**src/rtl/uart_rx_fifo.sv**
```systemverilog
// Byte FIFO behind the UART receiver: first-word-fall-through, occupancy, overrun flag and drop counter.
// Define UART_RX_FIFO_WATERMARK_EN to add the registered almost_full_o output.
module uart_rx_fifo #(
    parameter int unsigned DEPTH_LOG2 = 4,
    parameter int unsigned WIDTH      = 8,
    parameter int unsigned AF_LEVEL   = 12
) (
    input  logic                  clk_i,
    input  logic                  rst_i,
    input  logic [WIDTH-1:0]      wr_data_i,
    input  logic                  wr_stb_i,
    input  logic                  rd_en_i,
    output logic [WIDTH-1:0]      rd_data_o,
    output logic                  empty_o,
    output logic                  full_o,
    output logic [DEPTH_LOG2:0]   count_o,
    output logic                  overflow_o,
    input  logic                  clr_ovf_i,
    output logic [7:0]            drop_cnt_o
`ifdef UART_RX_FIFO_WATERMARK_EN
    ,
    output logic                  almost_full_o
`endif
);

    localparam int unsigned DEPTH = 1 << DEPTH_LOG2;
    localparam logic [DEPTH_LOG2:0] DEPTH_C = DEPTH[DEPTH_LOG2:0];

    if ((AF_LEVEL < 1) || (AF_LEVEL > DEPTH)) begin : g_af_level_bad
        $error("uart_rx_fifo: AF_LEVEL out of range");
    end

    logic [WIDTH-1:0]      mem_q [DEPTH];
    logic [DEPTH_LOG2-1:0] rd_ptr_q, rd_ptr_d;
    logic [DEPTH_LOG2-1:0] wr_ptr_q, wr_ptr_d;
    logic [DEPTH_LOG2:0]   count_q, count_d;
    logic                  ovf_q, ovf_d;
    logic [7:0]            drop_q, drop_d;
    logic                  empty_s, full_s, wr_acc_s, rd_acc_s, drop_s;

    assign empty_s = (count_q == {(DEPTH_LOG2+1){1'b0}});
    assign full_s  = (count_q == DEPTH_C);
    // A read on a full FIFO frees the slot the simultaneous write needs.
    assign rd_acc_s = rd_en_i & ~empty_s;
    assign wr_acc_s = wr_stb_i & (~full_s | rd_en_i);
    assign drop_s   = wr_stb_i & full_s & ~rd_en_i;

    // Next-state for pointers, occupancy and overrun bookkeeping.
    always_comb begin
        rd_ptr_d = rd_ptr_q;
        wr_ptr_d = wr_ptr_q;
        count_d  = count_q;
        ovf_d    = ovf_q;
        drop_d   = drop_q;
        if (rd_acc_s) begin
            rd_ptr_d = rd_ptr_q + DEPTH_LOG2'(1);
        end else begin
            rd_ptr_d = rd_ptr_q;
        end
        if (wr_acc_s) begin
            wr_ptr_d = wr_ptr_q + DEPTH_LOG2'(1);
        end else begin
            wr_ptr_d = wr_ptr_q;
        end
        case ({wr_acc_s, rd_acc_s})
            2'b10:   count_d = count_q + (DEPTH_LOG2+1)'(1);
            2'b01:   count_d = count_q - (DEPTH_LOG2+1)'(1);
            default: count_d = count_q;
        endcase
        // A drop in the same cycle as a clear wins and restarts the count at one.
        if (drop_s) begin
            ovf_d = 1'b1;
            if (clr_ovf_i) begin
                drop_d = 8'd1;
            end else if (drop_q != 8'hFF) begin
                drop_d = drop_q + 8'd1;
            end else begin
                drop_d = drop_q;
            end
        end else if (clr_ovf_i) begin
            ovf_d  = 1'b0;
            drop_d = 8'd0;
        end else begin
            ovf_d  = ovf_q;
            drop_d = drop_q;
        end
    end

    // State registers with synchronous reset; buffered data is discarded by clearing the count.
    always_ff @(posedge clk_i) begin
        if (rst_i) begin
            rd_ptr_q <= {DEPTH_LOG2{1'b0}};
            wr_ptr_q <= {DEPTH_LOG2{1'b0}};
            count_q  <= {(DEPTH_LOG2+1){1'b0}};
            ovf_q    <= 1'b0;
            drop_q   <= 8'd0;
        end else begin
            rd_ptr_q <= rd_ptr_d;
            wr_ptr_q <= wr_ptr_d;
            count_q  <= count_d;
            ovf_q    <= ovf_d;
            drop_q   <= drop_d;
        end
    end

    // Storage array; contents deliberately not reset.
    always_ff @(posedge clk_i) begin
        if (wr_acc_s && !rst_i) begin
            mem_q[wr_ptr_q] <= wr_data_i;
        end
    end

    assign rd_data_o  = empty_s ? {WIDTH{1'b0}} : mem_q[rd_ptr_q];
    assign empty_o    = empty_s;
    assign full_o     = full_s;
    assign count_o    = count_q;
    assign overflow_o = ovf_q;
    assign drop_cnt_o = drop_q;

`ifdef UART_RX_FIFO_WATERMARK_EN
    localparam logic [DEPTH_LOG2:0] AF_C = AF_LEVEL[DEPTH_LOG2:0];
    logic af_q;

    // Watermark tracks the count that the same edge loads into count_q.
    always_ff @(posedge clk_i) begin
        if (rst_i) begin
            af_q <= 1'b0;
        end else begin
            af_q <= (count_d >= AF_C);
        end
    end

    assign almost_full_o = af_q;
`endif

endmodule
```
**config.mk**
```make
export PLATFORM = sky130hd
export DESIGN_NAME = uart_rx_fifo
export DESIGN_NICKNAME = d
export VERILOG_FILES = /design/src/rtl/uart_rx_fifo.sv
export SDC_FILE = /design/constraint.sdc
export NUM_CORES = 1
export LEC_CHECK = 0
export BUFFER_PORTS_ARGS = -buffer_cell sky130_fd_sc_hd__buf_4
export CAP_MARGIN = 15
export CORE_MARGIN = 5
export CORE_UTILIZATION = 60
export CTS_CLUSTER_DIAMETER = 40
export CTS_CLUSTER_SIZE = 12
export DETAILED_ROUTE_END_ITERATION = 7
export GPL_TIMING_DRIVEN = 0
export HOLD_SLACK_MARGIN = 0.02
export PLACE_DENSITY = 0.81
export SYNTH_ARGS = -nofsm -noshare
export SYNTH_HDL_FRONTEND = slang
export SYNTH_SLANG_ARGS = --single-unit
```
**constraint.sdc**
```tcl
create_clock -name clk_i -period 3.4 [get_ports clk_i]
set_input_delay 0.51 -clock clk_i [delete_from_list [all_inputs] [get_ports clk_i]]
set_output_delay 0.51 -clock clk_i [all_outputs]
set_load 0.03 [all_outputs]
```
==> results of run 1 <==
[routing by layer]
metal  global-route usage, %  up-vias
met5                       0        -
met4                    9.13        0
met3                    5.25       24
met2                    35.3      179
met1                    30.0     1860
li1                        -     1667
[worst max-delay path by stage]
stage                           from           end  slack, ps  depth (start not counted)
after floorplan           count_o[1]    count_o[4]        370                         13
after global placement    count_o[1]    count_o[4]        320                         13
after detailed placement  count_o[1]    count_o[4]        220                         13
after CTS                  flip-flop  rd_data_o[0]        140                          7
after global routing       flip-flop  rd_data_o[0]         20                          7
final                      flip-flop  rd_data_o[2]        180                          7
[cells in the final DEF (no fill, tap or decap), types with 6 or more instances in the layout]
| cell | count |
|---|---|
| buf_2 | 9 |
| mux2i_1 | 10 |
| inv_1 | 7 |
| nand2_1 | 12 |
| nand3_1 | 7 |
| inv_8 | 7 |
| clkbuf_1 | 7 |
| a211oi_1 | 16 |
| edfxtp_1 | 128 |
| dfxtp_1 | 26 |
| ha_1 | 10 |
| mux4_2 | 32 |
| nor2_1 | 31 |
| clkbuf_16 | 16 |
| xor2_1 | 6 |
| buf_4 | 39 |
| nor2b_1 | 9 |
| a21oi_1 | 9 |
[where the power goes]
part	total (mW)	switching [mW]	internal (mW)
Sequential	2.16	0.0518	2.11
Combinational	1.41	0.860	0.552
Clock	1.78	0.835	0.945
[area by class of cell]
type	instances	area [um^2]	share of cell area (%)
Buffer	23	116	1.56
Tap cell	136	170	2.29
Clock inverter	15	150	2.02
Sequential cell	154	4360	58.6
Multi-Input combinational cell	208	1930	25.9
Timing Repair Buffer	36	270	3.63
Clock buffer	17	414	5.56
Inverter	7	26.3	0.353
[kinds of logic after synthesis]
group	count (synthesis)	share of synthesized area (%)
buffers and inverters	30	2.22
DFF	154	67.8
and+or+nand+nor	97	8.26
AOI/OAI and AO/OA	50	5.81
muxes	42	12.8
xor gates and xnor gates	9	1.22
adders and majority gates	10	1.94
[registers in the layout, indices dropped and copies added, names as in the netlist, named ones only]
register,cells
count_o,5
drop_cnt_o,8
mem_q,128
overflow_o,1
rd_ptr_q,4
wr_ptr_q,4
==> qor.yml, run 1 <==
synth.most_common_cell: "edfxtp_1"
postCtsHoldBufs: 0
synth_commonest_cells: "edfxtp_1, mux4_2, nor2_1"
grt_setup_unrepaired: "false"
clock_latency_ps: 520
min_period_ps: 3220
critPathLaunchType: "flip-flop"
dp.final_hpwl_um: 8370
n_fill_cell: 665
slew_violations: 0
num_vias: 3730
placed_area_mm2: 0.00688
r2r_cells: 13
setup_tns_ps: 0
postLayoutCoreUtil_pct: 71.4
maxSlewHeadroom_pct: 36.8
finalHoldViolCount: 0
crit_required_ps: 2890
seq_area_frac_synth_pct: 67.8
slowest_stage: "buf_2"
wl_met1_um: 5440
slowest_delay_ps: 350
p_total_mw: 5.35
cp_cell_sequence: "buf_2, buf_2, buf_2, mux4_2, mux2i_1, a211oi_1, buf_4"
antenna_cells: 0
worstPathBufferInverterCount: 4
arrival_ps: 2710
hold_path_depth: 1
clockBufferDepth: 2
finalClockSkew_ps: 6.34
netlist.area_leader.share_pct: 59.7
hp-class: "in2reg"
r2r-start: "count_o[1]"
min_to: "mem_q[5][2]"
ios: 37
tightest_slew_ps: 944
cts.clk_slew.worst_paths_ps: 70
synthArstFlopShare_pct: 0
fp.dieW_um: 114
ir_drop_uv: 708
post_cts_buffers: 0
routed_wl_um: 13300
drv_cap: 0
final_antenna_net_count: 0
met2WireLength_um: 6610
wl_met3_um: 965
die_area_mm2: 0.0129
power.static_leakage_nw: 2.45
period_share_pct: 94.8
synth.avg_cell_area_um2: 16.4
powerDensity_mw_per_mm2: 719
cts_resized: 0
drc: 0
ys_types: 52
ys_ff_latch: 154
crit_fanout: 10
synth.cell_area_mm2: 0.00644
setup_viol: 0
cpLargestDelayFamily: "buffers and inverters"
htree_levels: 4
syn_nets: 415
outcome: "complete, no violations"
synth_edf_count: 128
cts_tree: "done"
critPathCaptureType: "primary output"
row_count: 37
portBuffers: 36
final_cells: 596
routed_wire_length_per_instance_um: 22.3
yosys_most_used_dff: "edfxtp_1"
die_h_um: 114
gp_congestion: 0.847
grt_pass1_wl_um: 21300
hold_ws_ps: 307
antenna_found_initial: 0
syn_inst: 392
first_global_vias: 3821
grt_max_degree: 18
dp_slack_ps: 220
globalRouteOverflowTotal: 0
synth-warning-count: 0
fin_ws_ps: 178
crit_top_cell: "buf_2"
root_buffer: "clkbuf_8"
placeableCoreArea_mm2: 0.0104
dp_cells: 564
fin_nets: 470
clock_sinks: 154
layout-drive-gt1-share_pct: 27.4
grt_usage_pct: 22.3
synthTopCellsByArea: "edfxtp_1, mux4_2, dfxtp_1, ha_1, a211oi_1"
yosysTopAreaCell: "edfxtp_1"
ff2ff_setup_slack_ps: 230
fmax_ghz: 0.310
drt-pass1-iter-count: 5
initial_utilization_pct: 61.8
critPathKind: "reg2out"
timing.rr.end: "count_o[4]"
syn_to_final_growth_pct: 15.6
worstHoldStart: "wr_data_i[2]"
top_layer: "met4"
cts_buffers: 17
fin_area_mm2: 0.00744
drtIter0Drc: 320
vias_per_cell: 6.26
No activity file was read; power rests on OpenSTA's default activity.
==> run 2, diff against run 1 <==
--- a/config.mk
+++ b/config.mk
@@ -5,10 +5,11 @@
 export SDC_FILE = /design/constraint.sdc
 export NUM_CORES = 1
 export LEC_CHECK = 0
-export BUFFER_PORTS_ARGS = -buffer_cell sky130_fd_sc_hd__buf_4
+export BUFFER_PORTS_ARGS = -buffer_cell sky130_fd_sc_hd__buf_2
 export CAP_MARGIN = 15
 export CORE_MARGIN = 5
 export CORE_UTILIZATION = 60
+export CTS_BUF_LIST = sky130_fd_sc_hd__clkbuf_16
 export CTS_CLUSTER_DIAMETER = 40
 export CTS_CLUSTER_SIZE = 12
 export DETAILED_ROUTE_END_ITERATION = 7
==> run 2 against run 1 <==
Setup slack gained 70 ps. Wire length shrank 4.4%. First-iteration DRC count down 6.9%. Largest cell class unchanged. Die area stayed put. Maximum frequency is 2.2% higher. Sequential share of layout area up 0.65 points. Count of clock-buffer cells in the layout is the same. Global-route usage down 1.1 points. Final cell count unchanged. Clock power is essentially flat.
==> qor.yml, run 2 (same netlist as run 1, synthesis figures left out) <==
critPathKind: "reg2out"
postCtsHoldBufs: 0
worstPathBufferInverterCount: 4
slew_violations: 0
power.static_leakage_nw: 2.44
grt_pass1_wl_um: 20200
finalClockSkew_ps: 9.36
cts_buffers: 17
wl_met1_um: 5200
fmax_ghz: 0.317
crit_fanout: 10
hp-class: "in2reg"
n_fill_cell: 682
grt_max_degree: 17
min_period_ps: 3150
cts_resized: 0
hold_path_depth: 3
r2r_cells: 13
layout-drive-gt1-share_pct: 26.7
r2r-start: "count_o[1]"
dp.final_hpwl_um: 8180
finalHoldViolCount: 0
grt_usage_pct: 21.1
ff2ff_setup_slack_ps: 300
fin_nets: 470
cts.clk_slew.worst_paths_ps: 60
arrival_ps: 2640
met2WireLength_um: 6390
hold_ws_ps: 433
clock_latency_ps: 420
fp.dieW_um: 114
die_area_mm2: 0.0129
cts_tree: "done"
root_buffer: "clkbuf_16"
drv_cap: 0
grt_setup_unrepaired: "false"
setup_tns_ps: 0
ios: 37
setup_viol: 0
timing.rr.end: "count_o[4]"
placeableCoreArea_mm2: 0.0104
tightest_slew_ps: 991
regMostFlops: "mem_q"
num_vias: 3691
drt-pass1-iter-count: 5
syn_to_final_growth_pct: 14.3
postLayoutCoreUtil_pct: 70.7
outcome: "complete, no violations"
drc: 0
cpLargestDelayFamily: "buffers and inverters"
maxSlewHeadroom_pct: 33.7
row_count: 37
mostFrequentLayoutCell: "edfxtp_1"
crit_required_ps: 2890
gp_congestion: 0.848
antenna_found_initial: 0
period_share_pct: 92.7
die_h_um: 114
crit_top_cell: "buf_2"
final_antenna_net_count: 0
slowest_delay_ps: 400
portBuffers: 36
routed_wl_um: 12700
drtIter0Drc: 298
first_global_vias: 3696
worstHoldStart: "rst_i"
final_cell_mix: "edfxtp_1, buf_2, mux4_2, nor2_1, dfxtp_1"
htree_levels: 4
initial_utilization_pct: 61.8
powerDensity_mw_per_mm2: 719
p_total_mw: 5.29
antenna_cells: 0
top_layer: "met4"
clock_sinks: 154
min_to: "drop_cnt_o[1]"
slowest_stage: "a211oi_1"
wl_met3_um: 880
cp_cell_sequence: "buf_2, buf_2, buf_2, mux4_2, mux2i_1, a211oi_1, buf_2"
critPathCaptureType: "primary output"
ir_drop_uv: 486
globalRouteOverflowTotal: 0
vias_per_cell: 6.19
routed_wire_length_per_instance_um: 21.3
largest_reg_flops: 128
post_cts_buffers: 0
critPathLaunchType: "flip-flop"
clockBufferDepth: 2
run 2: cell count changes in the layout (fill, tap and decap cells not counted), moves of 2 or more:
| cell | change |
|---|---|
| buf_2 | +36 |
| clkinv_4 | +2 |
| clkinv_1 | +3 |
| inv_8 | -7 |
| buf_4 | -36 |
| bufinv_16 | +2 |
run 2: cell type report:
type	instances	area, um^2	share of cell area (%)
flip-flops and latches	154	4360	59.3
multi-input cells	208	1930	26.2
clock buffers	17	425	5.78
repair buffers	36	180	2.45
well taps	136	170	2.31
clock inverters	15	148	2.01
plain buffers	23	116	1.58
inverters	7	26.3	0.357
run 2: power breakdown:
part,switching (mW),leakage (nW),total (mW),internal (mW)
clock network,0.735,0.274,1.81,1.08
logic,0.844,0.799,1.33,0.482
registers,0.0479,1.36,2.15,2.11
total,1.63,2.44,5.29,3.67
run 2: worst max-delay path by stage:
stage	from	endpoint	cells past startpoint
floorplan	count_o[1]	count_o[4]	13
global placement	count_o[1]	count_o[4]	13
detailed placement	count_o[1]	count_o[4]	13
CTS	flip-flop	rd_data_o[2]	7
global route	count_o[1]	count_o[4]	13
finish	flip-flop	rd_data_o[2]	7
run 2: routing by layer:
layer	vias to the layer above	track usage (%)
li1	1668	-
met1	1850	28.4
met2	142	34.0
met3	31	4.88
met4	0	8.09
met5	-	0
run 2: per-stage QoR:
step	cells	worst slack, ps	cell area, um^2
floorplan	392	372	6440
global placement	564	318	6790
detailed placement	564	301	6790
CTS	596	241	7360
global route	596	93.0	7360
finish	596	248	7360
run 2: worst reg2reg max path, cell delays in order (launching register included):
cell and delay, ps:
dfxtp_1 320, buf_6 140, or4_1 490, buf_2 180, o21ai_2 200, inv_1 90, ha_1 200, clkbuf_1 200
xor2_1 180, ha_1 180, o21ai_0 80, or3_1 360, a2111o_1 380, nand4_1 70
